### src/rtl/btn_cmd_scheduler_pkg.sv
// Shared types and helpers for the button command scheduler:
// arbiter state encoding and the round-robin pick function.
package btn_cmd_pkg;

    typedef enum logic [0:0] {
        IDLE  = 1'b0,
        ISSUE = 1'b1
    } state_t;

    // Upper bound on button count supported by rr_pick
    localparam int MAX_BTN = 32;

    // First set bit of pend at or after ptr, wrapping at n_btn; returns ptr when none set
    function automatic int rr_pick(input logic [MAX_BTN-1:0] pend,
                                   input int ptr,
                                   input int n_btn);
        int sel;
        int idx;
        sel = ptr;
        for (int k = MAX_BTN - 1; k >= 0; k--) begin
            if (k < n_btn) begin
                idx = ptr + k;
                if (idx >= n_btn) begin
                    idx = idx - n_btn;
                end else begin
                    idx = idx;
                end
                if (pend[idx]) begin
                    sel = idx;
                end else begin
                    sel = sel;
                end
            end else begin
                sel = sel;
            end
        end
        return sel;
    endfunction

endpackage

### src/rtl/btn_cmd_scheduler_repeat_timer.sv
// Auto-repeat timer for one button: first tick after REPEAT_DELAY held
// cycles, then one tick every REPEAT_PERIOD cycles until release.
module btn_repeat_timer #(
    parameter int REPEAT_DELAY  = 50_000_000,
    parameter int REPEAT_PERIOD = 10_000_000,
    parameter int CNT_W         = 26
) (
    input  logic clk,
    input  logic rst,
    input  logic i_hold,
    output logic o_tick
);

    logic [CNT_W-1:0] r_cnt;
    logic             r_phase;
    logic [CNT_W-1:0] w_limit;

    assign w_limit = r_phase ? CNT_W'(REPEAT_PERIOD - 1) : CNT_W'(REPEAT_DELAY - 1);
    assign o_tick  = i_hold & (r_cnt == w_limit);

    // Hold-time counter; release restarts the initial delay phase
    always_ff @(posedge clk) begin
        if (rst || !i_hold) begin
            r_cnt   <= '0;
            r_phase <= 1'b0;
        end else if (o_tick) begin
            r_cnt   <= '0;
            r_phase <= 1'b1;
        end else begin
            r_cnt   <= r_cnt + CNT_W'(1);
            r_phase <= r_phase;
        end
    end

endmodule

### src/rtl/btn_cmd_scheduler.sv
// Merges per-button press pulses and auto-repeat ticks into one
// round-robin arbitrated command stream over a valid/ready handshake.
module btn_cmd_scheduler
    import btn_cmd_pkg::*;
#(
    parameter int N_BTN         = 4,
    parameter int REPEAT_DELAY  = 50_000_000,
    parameter int REPEAT_PERIOD = 10_000_000,
    parameter int CNT_W         = $clog2((REPEAT_DELAY > REPEAT_PERIOD) ? REPEAT_DELAY : REPEAT_PERIOD),
    parameter int ID_W          = $clog2(N_BTN)
) (
    input  logic             clk,
    input  logic             rst,
    input  logic [N_BTN-1:0] press_pulse,
    input  logic [N_BTN-1:0] hold_status,
    output logic             cmd_valid,
    output logic [ID_W-1:0]  cmd_id,
    output logic             cmd_repeat,
    input  logic             cmd_ready,
    output logic             evt_dropped
);

    state_t             r_state;
    state_t             w_state_nxt;
    logic [N_BTN-1:0]   r_pend;
    logic [N_BTN-1:0]   r_rep;
    logic [N_BTN-1:0]   w_pend_nxt;
    logic [N_BTN-1:0]   w_rep_nxt;
    logic [N_BTN-1:0]   w_tick;
    logic [N_BTN-1:0]   w_drop;
    logic [ID_W-1:0]    r_rr_ptr;
    logic [ID_W-1:0]    r_cmd_id;
    logic [ID_W-1:0]    w_pick;
    logic [ID_W-1:0]    w_ptr_inc;
    logic [MAX_BTN-1:0] w_pend_ext;
    logic               r_cmd_valid;
    logic               r_cmd_repeat;
    logic               r_evt_dropped;
    logic               w_hs;
    logic               w_grant;

    for (genvar g = 0; g < N_BTN; g++) begin : g_timer
        btn_repeat_timer #(
            .REPEAT_DELAY  (REPEAT_DELAY),
            .REPEAT_PERIOD (REPEAT_PERIOD),
            .CNT_W         (CNT_W)
        ) u_timer (
            .clk    (clk),
            .rst    (rst),
            .i_hold (hold_status[g]),
            .o_tick (w_tick[g])
        );
    end

    assign w_hs       = r_cmd_valid & cmd_ready;
    assign w_grant    = (r_state == IDLE) & (|r_pend);
    assign w_pend_ext = MAX_BTN'(r_pend);
    assign w_pick     = ID_W'(rr_pick(w_pend_ext, int'(r_rr_ptr), N_BTN));
    assign w_ptr_inc  = (r_cmd_id == ID_W'(N_BTN - 1)) ? '0 : r_cmd_id + ID_W'(1);

    // Pending/type update: a new event beats a same-cycle handshake clear
    always_comb begin
        w_pend_nxt = r_pend;
        w_rep_nxt  = r_rep;
        w_drop     = '0;
        for (int i = 0; i < N_BTN; i++) begin
            if (press_pulse[i] || w_tick[i]) begin
                w_pend_nxt[i] = 1'b1;
                w_rep_nxt[i]  = ~press_pulse[i];
                w_drop[i]     = r_pend[i] & ~(w_hs && (r_cmd_id == ID_W'(i)));
            end else if (w_hs && (r_cmd_id == ID_W'(i))) begin
                w_pend_nxt[i] = 1'b0;
            end else begin
                w_pend_nxt[i] = r_pend[i];
            end
        end
    end

    // Arbiter next-state
    always_comb begin
        w_state_nxt = r_state;
        case (r_state)
            IDLE: begin
                if (|r_pend) begin
                    w_state_nxt = ISSUE;
                end else begin
                    w_state_nxt = IDLE;
                end
            end
            ISSUE: begin
                if (cmd_ready) begin
                    w_state_nxt = IDLE;
                end else begin
                    w_state_nxt = ISSUE;
                end
            end
            default: w_state_nxt = IDLE;
        endcase
    end

    // State, pending flags and command output registers
    always_ff @(posedge clk) begin
        if (rst) begin
            r_state       <= IDLE;
            r_pend        <= '0;
            r_rep         <= '0;
            r_rr_ptr      <= '0;
            r_cmd_id      <= '0;
            r_cmd_repeat  <= 1'b0;
            r_cmd_valid   <= 1'b0;
            r_evt_dropped <= 1'b0;
        end else begin
            r_state       <= w_state_nxt;
            r_pend        <= w_pend_nxt;
            r_rep         <= w_rep_nxt;
            r_cmd_valid   <= (w_state_nxt == ISSUE);
            r_evt_dropped <= |w_drop;
            if (w_grant) begin
                r_cmd_id     <= w_pick;
                r_cmd_repeat <= r_rep[w_pick];
                r_rr_ptr     <= r_rr_ptr;
            end else if (w_hs) begin
                r_cmd_id     <= r_cmd_id;
                r_cmd_repeat <= r_cmd_repeat;
                r_rr_ptr     <= w_ptr_inc;
            end else begin
                r_cmd_id     <= r_cmd_id;
                r_cmd_repeat <= r_cmd_repeat;
                r_rr_ptr     <= r_rr_ptr;
            end
        end
    end

    assign cmd_valid   = r_cmd_valid;
    assign cmd_id      = r_cmd_id;
    assign cmd_repeat  = r_cmd_repeat;
    assign evt_dropped = r_evt_dropped;

endmodule
### config.mk
export PLATFORM = sky130hd
export DESIGN_NAME = btn_cmd_scheduler
export DESIGN_NICKNAME = d
export VERILOG_FILES = /design/src/rtl/btn_cmd_scheduler_pkg.sv /design/src/rtl/btn_cmd_scheduler_repeat_timer.sv /design/src/rtl/btn_cmd_scheduler.sv
export SDC_FILE = /design/constraint.sdc
export NUM_CORES = 1
export LEC_CHECK = 0
export BUFFER_PORTS_ARGS = -buffer_cell sky130_fd_sc_hd__buf_2
export CAP_MARGIN = 20
export CORE_ASPECT_RATIO = 0.5
export CORE_UTILIZATION = 58
export DETAILED_ROUTE_END_ITERATION = 16
export PLACE_DENSITY = 0.75
export SLEW_MARGIN = 40
export SYNTH_ARGS = -nofsm -noshare
export SYNTH_HDL_FRONTEND = slang
export SYNTH_SLANG_ARGS = --single-unit
### constraint.sdc
create_clock -name clk -period 5.9 [get_ports clk]
set_input_delay 0.295 -clock clk [delete_from_list [all_inputs] [get_ports clk]]
set_output_delay 0.295 -clock clk [all_outputs]
set_load 0.05 [all_outputs]
==> out/results.ini, run 1 <==
[worst_hold_path]
hp-start=press_pulse[1]
hp-class=in2reg

[clock_network]
root_buffer=clkbuf_16
post_cts_resized=0
cts_hold_buf=0
cts.clk_slew.worst_paths_ps=60
htreeDepth=4
clk_latency_ps=410
cts_made_buffers=17
cts.sink_count=123
cts_buffer_depth=2
cts_tree=built
postCtsSetupBuffers=0

[setup_path]
cp_max_fo=19
reg2reg_slack_ps=3130
worstSetupPathType=reg2reg
startpoint_type=flop
r2r_start=r_rr_ptr[0]
arrival_ps=3090
r2r_cells=7
crit_end=cmd_repeat
r2r-end=cmd_repeat
crit_required_ps=6220
endpoint_kind=flop
startpoint=r_rr_ptr[0]

[floorplan]
coreArea_um2=9760
dieArea_um2=10800
initial_core_util=0.617
die_y_um=74.1
fp-row-count=25
io_pins=16
die_w_um=146

[global_route]
grt_pass1_vias=4548
antenna_found_initial=0
grt_pass1_wl_um=20500
grt_use_total=0.236
grt_max_degree=27
overflow=0

[synth]
synth_seq_cells=123
syn-cell-area_um2=6020
ys_warn_count=0
ys_seq_area_frac=0.409
synth_edf_count=0
synth_top_area_cell=dfxtp_1
netlist-cell-type-count=54
async_flop_share=0
synth_top_area_frac=0.409
synth.area.top_cells=dfxtp_1, nor2_1, xnor2_1
synth_ff_type=dfxtp_1
ys_top_cells_by_count=nor2_1, dfxtp_1, xnor2_1
synth_most_common_cell=nor2_1
synth_nets=717
avgSynthCellArea_um2=8.69
synthCells=693

[routing]
vias=4754
drcViolationCount=0
drt-initial-drc-count=243
wl_um=11900
post_drt_wl_per_cell_um=14.1
vias_per_cell=5.63
drt-pass1-iter-count=4
detail-route-antenna-nets=0

[sta]
relSlewSlack=0.498
clock_skew_ps=9.45
fmax_mhz=361
setup_viol=0
worstMarginPinSlew_ps=747
slew_violations=0
layout_setup_ws_ps=3130
tns_ps=0
final.period_utilization=0.469
min_period_ps=2770
finalHoldViolCount=0
rsz0062_at_grt=no

[placement]
gp_congestion=0.873
dp_slack_ps=3150
io_buffers=15
placedInstanceArea_um2=6120
dpl.hpwl_um=7910

[power]
sw_frac_of_total=0.219
internal_power_w=0.00157
p_sw_w=0.000441
p_leak_nw=2.18
power.density_nw_per_um2=299
p_total_w=0.00201
seqPwrFrac=0.426
combPwrFrac=0.047
clkPwrFrac=0.527
max-vdd-ir-drop_mv=0.201

[finish]
area_growth_pct=11.7
diodes=0
ff_latch_area_um2=2460
stdcell_area_um2=6730
drive_above_1_share=0.0917
fillerInstances=808
multi_input_area_um2=3330
final_nets=721

[run_status]
status=complete, no violations

[flow_run]
cap_violations=0

metal layers:
metal	vias to the layer above	track usage	part of all wire
li1	2407	-	-
met1	2276	0.295	0.48
met2	53	0.402	0.47
met3	18	0.0607	0.032
met4	0	0.0891	0.012
met5	-	0	0
cells in the final DEF, fill, tap and decap left out, types with 4 or more instances in the layout:
| cell | count |
|---|---|
| nor2_1 | 137 |
| dfxtp_1 | 123 |
| xnor2_1 | 55 |
| nand2_1 | 47 |
| xor2_1 | 41 |
| nand3_1 | 38 |
| nand4_1 | 24 |
| inv_1 | 21 |
| nor3_1 | 20 |
| clkbuf_16 | 17 |
| nor4_1 | 15 |
| buf_2 | 15 |
| ha_1 | 13 |
| and4_1 | 12 |
| a211oi_1 | 11 |
| and3_1 | 10 |
| nor4b_1 | 9 |
| and2_1 | 9 |
| nor3b_1 | 6 |
| a21oi_1 | 6 |
| o211ai_1 | 6 |
| and4b_1 | 5 |
| or3b_2 | 5 |
| or4_1 | 5 |
| nor4bb_1 | 4 |
| clkinv_2 | 4 |
cell families (layout without fill, tap and decap cells):
logic type,Yosys count,in the layout,synth area share
muxes,7,7,0.0181
DFF,123,123,0.409
AOI/OAI and AO/OA,36,36,0.0507
adders and majority gates,13,13,0.0270
xor gates and xnor gates,96,96,0.140
and+or+nand+nor,367,367,0.316
buffers and inverters,51,67,0.0401
sequential cells by signal, indices dropped and copies added, names as in the netlist:
name                     cells
r_pend                       4
r_rep                        4
r_rr_ptr                     2
cmd_id                       2
g_timer.u_timer.r_cnt      104
g_timer.u_timer.r_phase      4
cmd_valid                    1
cmd_repeat                   1
evt_dropped                  1
final cells by class:
class                   instances  share of cell area
clock inverters                11              0.0212
repair buffers                 15              0.0112
inverters                      21              0.0117
well taps                     135              0.0251
clock buffers                  20              0.0694
multi-input cells             519               0.495
flip-flops and latches        123               0.366
worst max-delay path, cell delays in order, from the launching register on:
cell	delay [ps]
dfxtp_1	780
inv_1	280
ha_1	440
mux4_2	260
or3b_2	490
a21oi_1	170
a311oi_1	60
o221ai_1	190
power by group through the flow:
stage	logic, W	registers, W	clock network [W]
after global routing	0.000105	0.000858	0.00111
after global placement	0.0000914	0.000873	0
after detailed placement	0.0000935	0.000873	0
final	0.0000940	0.000856	0.00106
after floorplan	0.0000732	0.000876	0
after CTS	0.0000940	0.000855	0.00107
worst min-delay path by stage:
stage                                       end  slack (ps)  cells past startpoint
floorplan                              r_rep[0]         370                      1
global placement    g_timer[1].u_timer.r_cnt[0]         430                      1
detailed placement  g_timer[1].u_timer.r_cnt[0]         440                      1
CTS                                    r_rep[3]          80                      2
global route                           r_rep[1]          90                      2
finish                                 r_rep[1]          90                      2
per-stage QoR:
stage,utilization,hold WS (ps),instances
after floorplan,-,374,693
after global placement,0.625,426,813
after detailed placement,0.627,435,813
after CTS,0.689,78.2,844
after global routing,0.689,89.1,844
final,0.689,90.8,844
No activity file was read; power rests on OpenSTA's default activity.
==> run 2, diff against run 1 <==
==> constraint.sdc (replaced) <==
create_clock -name clk -period 2.69 [get_ports clk]
set_input_delay 0.1345 -clock clk [delete_from_list [all_inputs] [get_ports clk]]
set_output_delay 0.1345 -clock clk [all_outputs]
set_load 0.05 [all_outputs]
==> run 2 against run 1 <==
Cell area is 1.5% higher. Worst hold slack worse by 63 ps. Global-route usage shrank 0.66 points. Die area unchanged. Largest power group unchanged. Highest routed layer unchanged.
==> out/results.ini, run 2 (synthesis gave the netlist of run 1 again) <==
[sta]
min_period_ps=2330  ; was 2770 ps
fmax_mhz=429  ; was 361 MHz
finalHoldViolCount=0  ; unchanged
final.period_utilization=0.867  ; was 0.469
relSlewSlack=0.625  ; was 0.498
clock_skew_ps=9.52  ; was 9.45 ps
setup_viol=0  ; unchanged
rsz0062_at_grt=no  ; unchanged
worstMarginPinSlew_ps=563  ; was 747 ps
tns_ps=0  ; unchanged
slew_violations=0  ; unchanged

[global_route]
grt_pass1_vias=4352  ; was 4548
antenna_found_initial=0  ; unchanged
overflow=0  ; unchanged
grt_pass1_wl_um=20000  ; was 20500 um
grt_max_degree=27  ; unchanged
grt_use_total=0.229  ; was 0.236

[clock_network]
post_cts_resized=0  ; unchanged
cts.clk_slew.worst_paths_ps=50  ; was 60 ps
cts_tree=built  ; unchanged
postCtsSetupBuffers=0  ; unchanged
clk_latency_ps=410  ; about the same
cts_hold_buf=5  ; was 0
htreeDepth=4  ; unchanged
root_buffer=clkbuf_16  ; unchanged
cts.sink_count=123  ; unchanged
cts_made_buffers=17  ; unchanged
cts_buffer_depth=2  ; unchanged

[setup_path]
worstSetupPathType=reg2reg  ; unchanged
startpoint_type=flop  ; unchanged
crit_required_ps=3010  ; was 6220 ps
cp_max_fo=9  ; was 19
arrival_ps=2650  ; was 3090 ps
endpoint_kind=flop  ; unchanged

[power]
p_leak_nw=2.24  ; was 2.18 nW
p_total_w=0.00439  ; was 0.00201 W
max-vdd-ir-drop_mv=0.517  ; was 0.201 mV
power.density_nw_per_um2=643  ; was 299 nW/um^2

[run_status]
status=complete, no violations  ; unchanged

[routing]
post_drt_wl_per_cell_um=13.7  ; was 14.1 um
detail-route-antenna-nets=0  ; unchanged
drt-initial-drc-count=200  ; was 243
wl_um=11800  ; was 11900 um
drt-pass1-iter-count=5  ; was 4
vias=4840  ; was 4754
vias_per_cell=5.64  ; was 5.63
drcViolationCount=0  ; unchanged

[floorplan]
fp-row-count=25  ; unchanged
die_w_um=146  ; unchanged
die_y_um=74.1  ; unchanged
dieArea_um2=10800  ; unchanged
io_pins=16  ; unchanged
coreArea_um2=9760  ; unchanged
initial_core_util=0.617  ; unchanged

[finish]
top_register=g_timer.u_timer.r_cnt  ; unchanged
largest_reg_flops=104  ; unchanged
fillerInstances=778  ; was 808
diodes=0  ; unchanged
final_cell_mix=nor2_1, dfxtp_1, xnor2_1  ; unchanged
final_nets=735  ; was 721
area_growth_pct=13.3  ; was 11.7%
drive_above_1_share=0.0968  ; was 0.0917
final_common_cell=nor2_1  ; unchanged

[worst_hold_path]
hp-class=in2reg  ; unchanged

[placement]
dpl.hpwl_um=7800  ; was 7910 um
gp_congestion=0.853  ; was 0.873
io_buffers=15  ; unchanged

[flow_run]
cap_violations=0  ; unchanged

-- run 2: cell count changes in the layout (fill, tap and decap cells not counted), sizes merged --
cell and change:
buf +9, clkinvlp +1, inv -1, dlygate4sd3 +5
-- run 2: final cells by class --
cell class / count / area (um^2) / area share
Inverter: 21 / 78.8 / 0.0116
Clock inverter: 11 / 145 / 0.0213
Tap cell: 135 / 169 / 0.0248
Clock buffer: 20 / 457 / 0.0669
Timing Repair Buffer: 29 / 193 / 0.0282
Multi-Input combinational cell: 519 / 3320 / 0.486
Sequential cell: 123 / 2460 / 0.361
-- run 2: worst max-delay path: stages (launching register included) --
cell      delay [ps]
dfxtp_1          510
inv_1            140
ha_1             420
a21bo_2          240
o211ai_1         150
a211oi_1         120
or4_1            490
o221ai_1         170
-- run 2: worst paths after layout --
check	from	to	slack, ps	depth (start not counted)
max	r_rr_ptr[1]	cmd_repeat	360	7
min	hold_status[0]	g_timer[0].u_timer.r_phase	30	2
max reg2reg	r_rr_ptr[1]	cmd_repeat	360	7
min reg2reg	g_timer[1].u_timer.r_cnt[0]	g_timer[1].u_timer.r_cnt[0]	440	1
-- run 2: where the power goes --
part	switching, W	internal, W
Combinational	0.000142	0.0000849
Clock	0.000797	0.00150
Sequential	0.0000259	0.00184
-- run 2: stage by stage --
stage,worst slack (ps),instances,util,instance area (um^2),hold WS (ps)
3_3_place_gp,460,822,0.632,6170,335
2_1_floorplan,123,693,-,6020,214
4_1_cts,369,858,0.699,6820,9.69
5_1_grt,194,858,0.699,6820,26.9
6_report,359,858,0.699,6820,27.6
3_5_place_dp,383,822,0.632,6170,336
-- run 2: metal layers --
layer  wire (um)  GRT usage  up-vias
met3         378     0.0509       12
met2        5500      0.385       73
met5           0          0        -
met1        5780      0.295     2313
met4         125     0.0891        0
li1            -          -     2442
==> run 3, diff against run 2 <==
--- a/config.mk
+++ b/config.mk
@@ -6,7 +6,6 @@
 export NUM_CORES = 1
 export LEC_CHECK = 0
 export BUFFER_PORTS_ARGS = -buffer_cell sky130_fd_sc_hd__buf_2
-export CAP_MARGIN = 20
 export CORE_ASPECT_RATIO = 0.5
 export CORE_UTILIZATION = 58
 export DETAILED_ROUTE_END_ITERATION = 16
==> constraint.sdc (replaced) <==
create_clock -name clk -period 2.8 [get_ports clk]
set_input_delay 0.14 -clock clk [delete_from_list [all_inputs] [get_ports clk]]
set_output_delay 0.14 -clock clk [all_outputs]
set_load 0.05 [all_outputs]
==> run 3 against run 2 <==
Power decreased by 2.4%. Count of clock-buffer cells in the layout decreased by 1. Global-route usage increased by 0.52 points. Sequential cell count unchanged. Highest routed layer unchanged.
==> out/results.ini, run 3 (synthesis gave the netlist of run 1 again) <==
[worst_hold_path]
hp-class=in2reg  ; unchanged
hp-start=hold_status[0]  ; unchanged

[global_route]
grt_use_total=0.235  ; was 0.229
grt_max_degree=27  ; unchanged
grt_pass1_wl_um=20400  ; was 20000 um
overflow=0  ; unchanged
grt_pass1_vias=4566  ; was 4352
antenna_found_initial=0  ; unchanged

[floorplan]
coreArea_um2=9760  ; unchanged
io_pins=16  ; unchanged
die_y_um=74.1  ; unchanged
die_w_um=146  ; unchanged
dieArea_um2=10800  ; unchanged
initial_core_util=0.617  ; unchanged
fp-row-count=25  ; unchanged

[sta]
tns_ps=0  ; unchanged
whs_ps=26.4  ; was 27.6 ps
rsz0062_at_grt=no  ; unchanged
worstMarginPinSlew_ps=558  ; was 563 ps
final.period_utilization=0.854  ; was 0.867
fmax_mhz=418  ; was 429 MHz
relSlewSlack=0.628  ; was 0.625
slew_violations=0  ; unchanged
clock_skew_ps=7.82  ; was 9.52 ps
setup_viol=0  ; unchanged
finalHoldViolCount=0  ; unchanged
min_period_ps=2390  ; was 2330 ps

[routing]
drt-initial-drc-count=181  ; was 200
met2_length_um=5580  ; was 5500 um
drcViolationCount=0  ; unchanged
post_drt_wl_per_cell_um=13.8  ; was 13.7 um
vias_per_cell=5.60  ; was 5.64
detail-route-antenna-nets=0  ; unchanged
met1_length_um=5800  ; was 5780 um
wl_um=11900  ; was 11800 um
top_layer=met4  ; unchanged
wl_met3_um=372  ; was 378 um
drt-pass1-iter-count=5  ; unchanged
vias=4801  ; was 4840

[setup_path]
crit_end=g_timer[2].u_timer.r_cnt[15]  ; was cmd_repeat
worstSetupPathType=reg2reg  ; unchanged
endpoint_kind=flop  ; unchanged
r2r_start=g_timer[2].u_timer.r_cnt[14]  ; was r_rr_ptr[1]
crit_slowest_cell=or4_1  ; was dfxtp_1
cp_max_fo=19  ; was 9
crit_required_ps=3090  ; was 3010 ps
startpoint=g_timer[2].u_timer.r_cnt[14]  ; was r_rr_ptr[1]
critPathBufInv=1  ; unchanged
startpoint_type=flop  ; unchanged
r2r-end=g_timer[2].u_timer.r_cnt[15]  ; was cmd_repeat
reg2reg_slack_ps=410  ; was 360 ps
crit_family=simple AND/OR/NAND/NOR gates  ; was compound AO/OA/AOI/OAI gates
arrival_ps=2680  ; was 2650 ps
r2r_cells=6  ; was 7
crit_cells=6  ; was 7
crit_chain=or4_1, or3_4, a2111oi_4, or3b_1, buf_4, nor2_1  ; was inv_1, ha_1, a21bo_2, o211ai_1, a211oi_1, or4_1, o221ai_1
max_stage_delay_ps=540  ; was 510 ps

[clock_network]
cts.clk_slew.worst_paths_ps=50  ; about the same
post_cts_resized=0  ; unchanged
cts_made_buffers=17  ; unchanged
root_buffer=clkbuf_16  ; unchanged
htreeDepth=4  ; unchanged
clk_latency_ps=410  ; about the same
cts_buffer_depth=2  ; unchanged
cts.sink_count=123  ; unchanged
cts_tree=built  ; unchanged
postCtsSetupBuffers=0  ; unchanged
cts_hold_buf=5  ; unchanged

[power]
max-vdd-ir-drop_mv=0.406  ; was 0.517 mV
power.density_nw_per_um2=627  ; was 643 nW/um^2
p_leak_nw=2.24  ; about the same

[finish]
area_growth_pct=13.4  ; was 13.3%
largest_reg_flops=104  ; unchanged
diodes=0  ; unchanged
final_cell_mix=nor2_1, dfxtp_1, xnor2_1  ; unchanged
final_common_cell=nor2_1  ; unchanged
final_nets=734  ; was 735
top_register=g_timer.u_timer.r_cnt  ; unchanged
drive_above_1_share=0.0956  ; was 0.0968

[placement]
gp_congestion=0.861  ; was 0.853
io_buffers=15  ; unchanged
dpl.hpwl_um=7920  ; was 7800 um

[flow_run]
cap_violations=0  ; unchanged

[run_status]
status=complete, no violations  ; unchanged

run 3: metrics by stage:
step                utilization  power [W]  instance area (um^2)  cells  setup WS (ps)
floorplan                     -    0.00200                  6020    693            233
global placement          0.632    0.00203                  6160    821            510
detailed placement        0.632    0.00204                  6160    821            448
CTS                       0.700    0.00432                  6830    857            411
global route              0.700    0.00443                  6830    857            278
finish                    0.700    0.00428                  6830    857            408
run 3: final cells by class:
cell class                 count  area [um^2]
clock buffer                  19          443
timing repair buffer          28          185
clock inverter                12          173
multi-input combinational    519         3320
fill                         791         2930
inverter                      21         78.8
sequential                   123         2460
tap                          135          169
run 3: worst register-to-register path: cells and delay by family, from the launching register on:
| kind | cells | cell delay, ps |
|---|---|---|
| and+or+nand+nor | 4 | 1320 |
| buffers and inverters | 1 | 290 |
| DFF | 1 | 360 |
| AOI/OAI and AO/OA | 1 | 310 |
run 3: worst min-delay path by stage:
stage	to	slack, ps	cells past startpoint
floorplan	r_rep[0]	220	1
global placement	r_rep[0]	340	2
detailed placement	r_rep[0]	350	2
CTS	g_timer[0].u_timer.r_phase	10	2
global route	g_timer[0].u_timer.r_phase	30	2
finish	g_timer[0].u_timer.r_phase	30	2
run 3: per-layer routing:
metal  global-route usage  vias up
met4               0.0891        0
met1                0.290     2288
met2                0.401       61
li1                     -     2436
met3               0.0644       16
met5                    0        -
run 3: power by group:
group          switching [W]  internal, W
clock               0.000771      0.00150
sequential         0.0000251      0.00177
combinational       0.000135    0.0000798
total               0.000931      0.00335
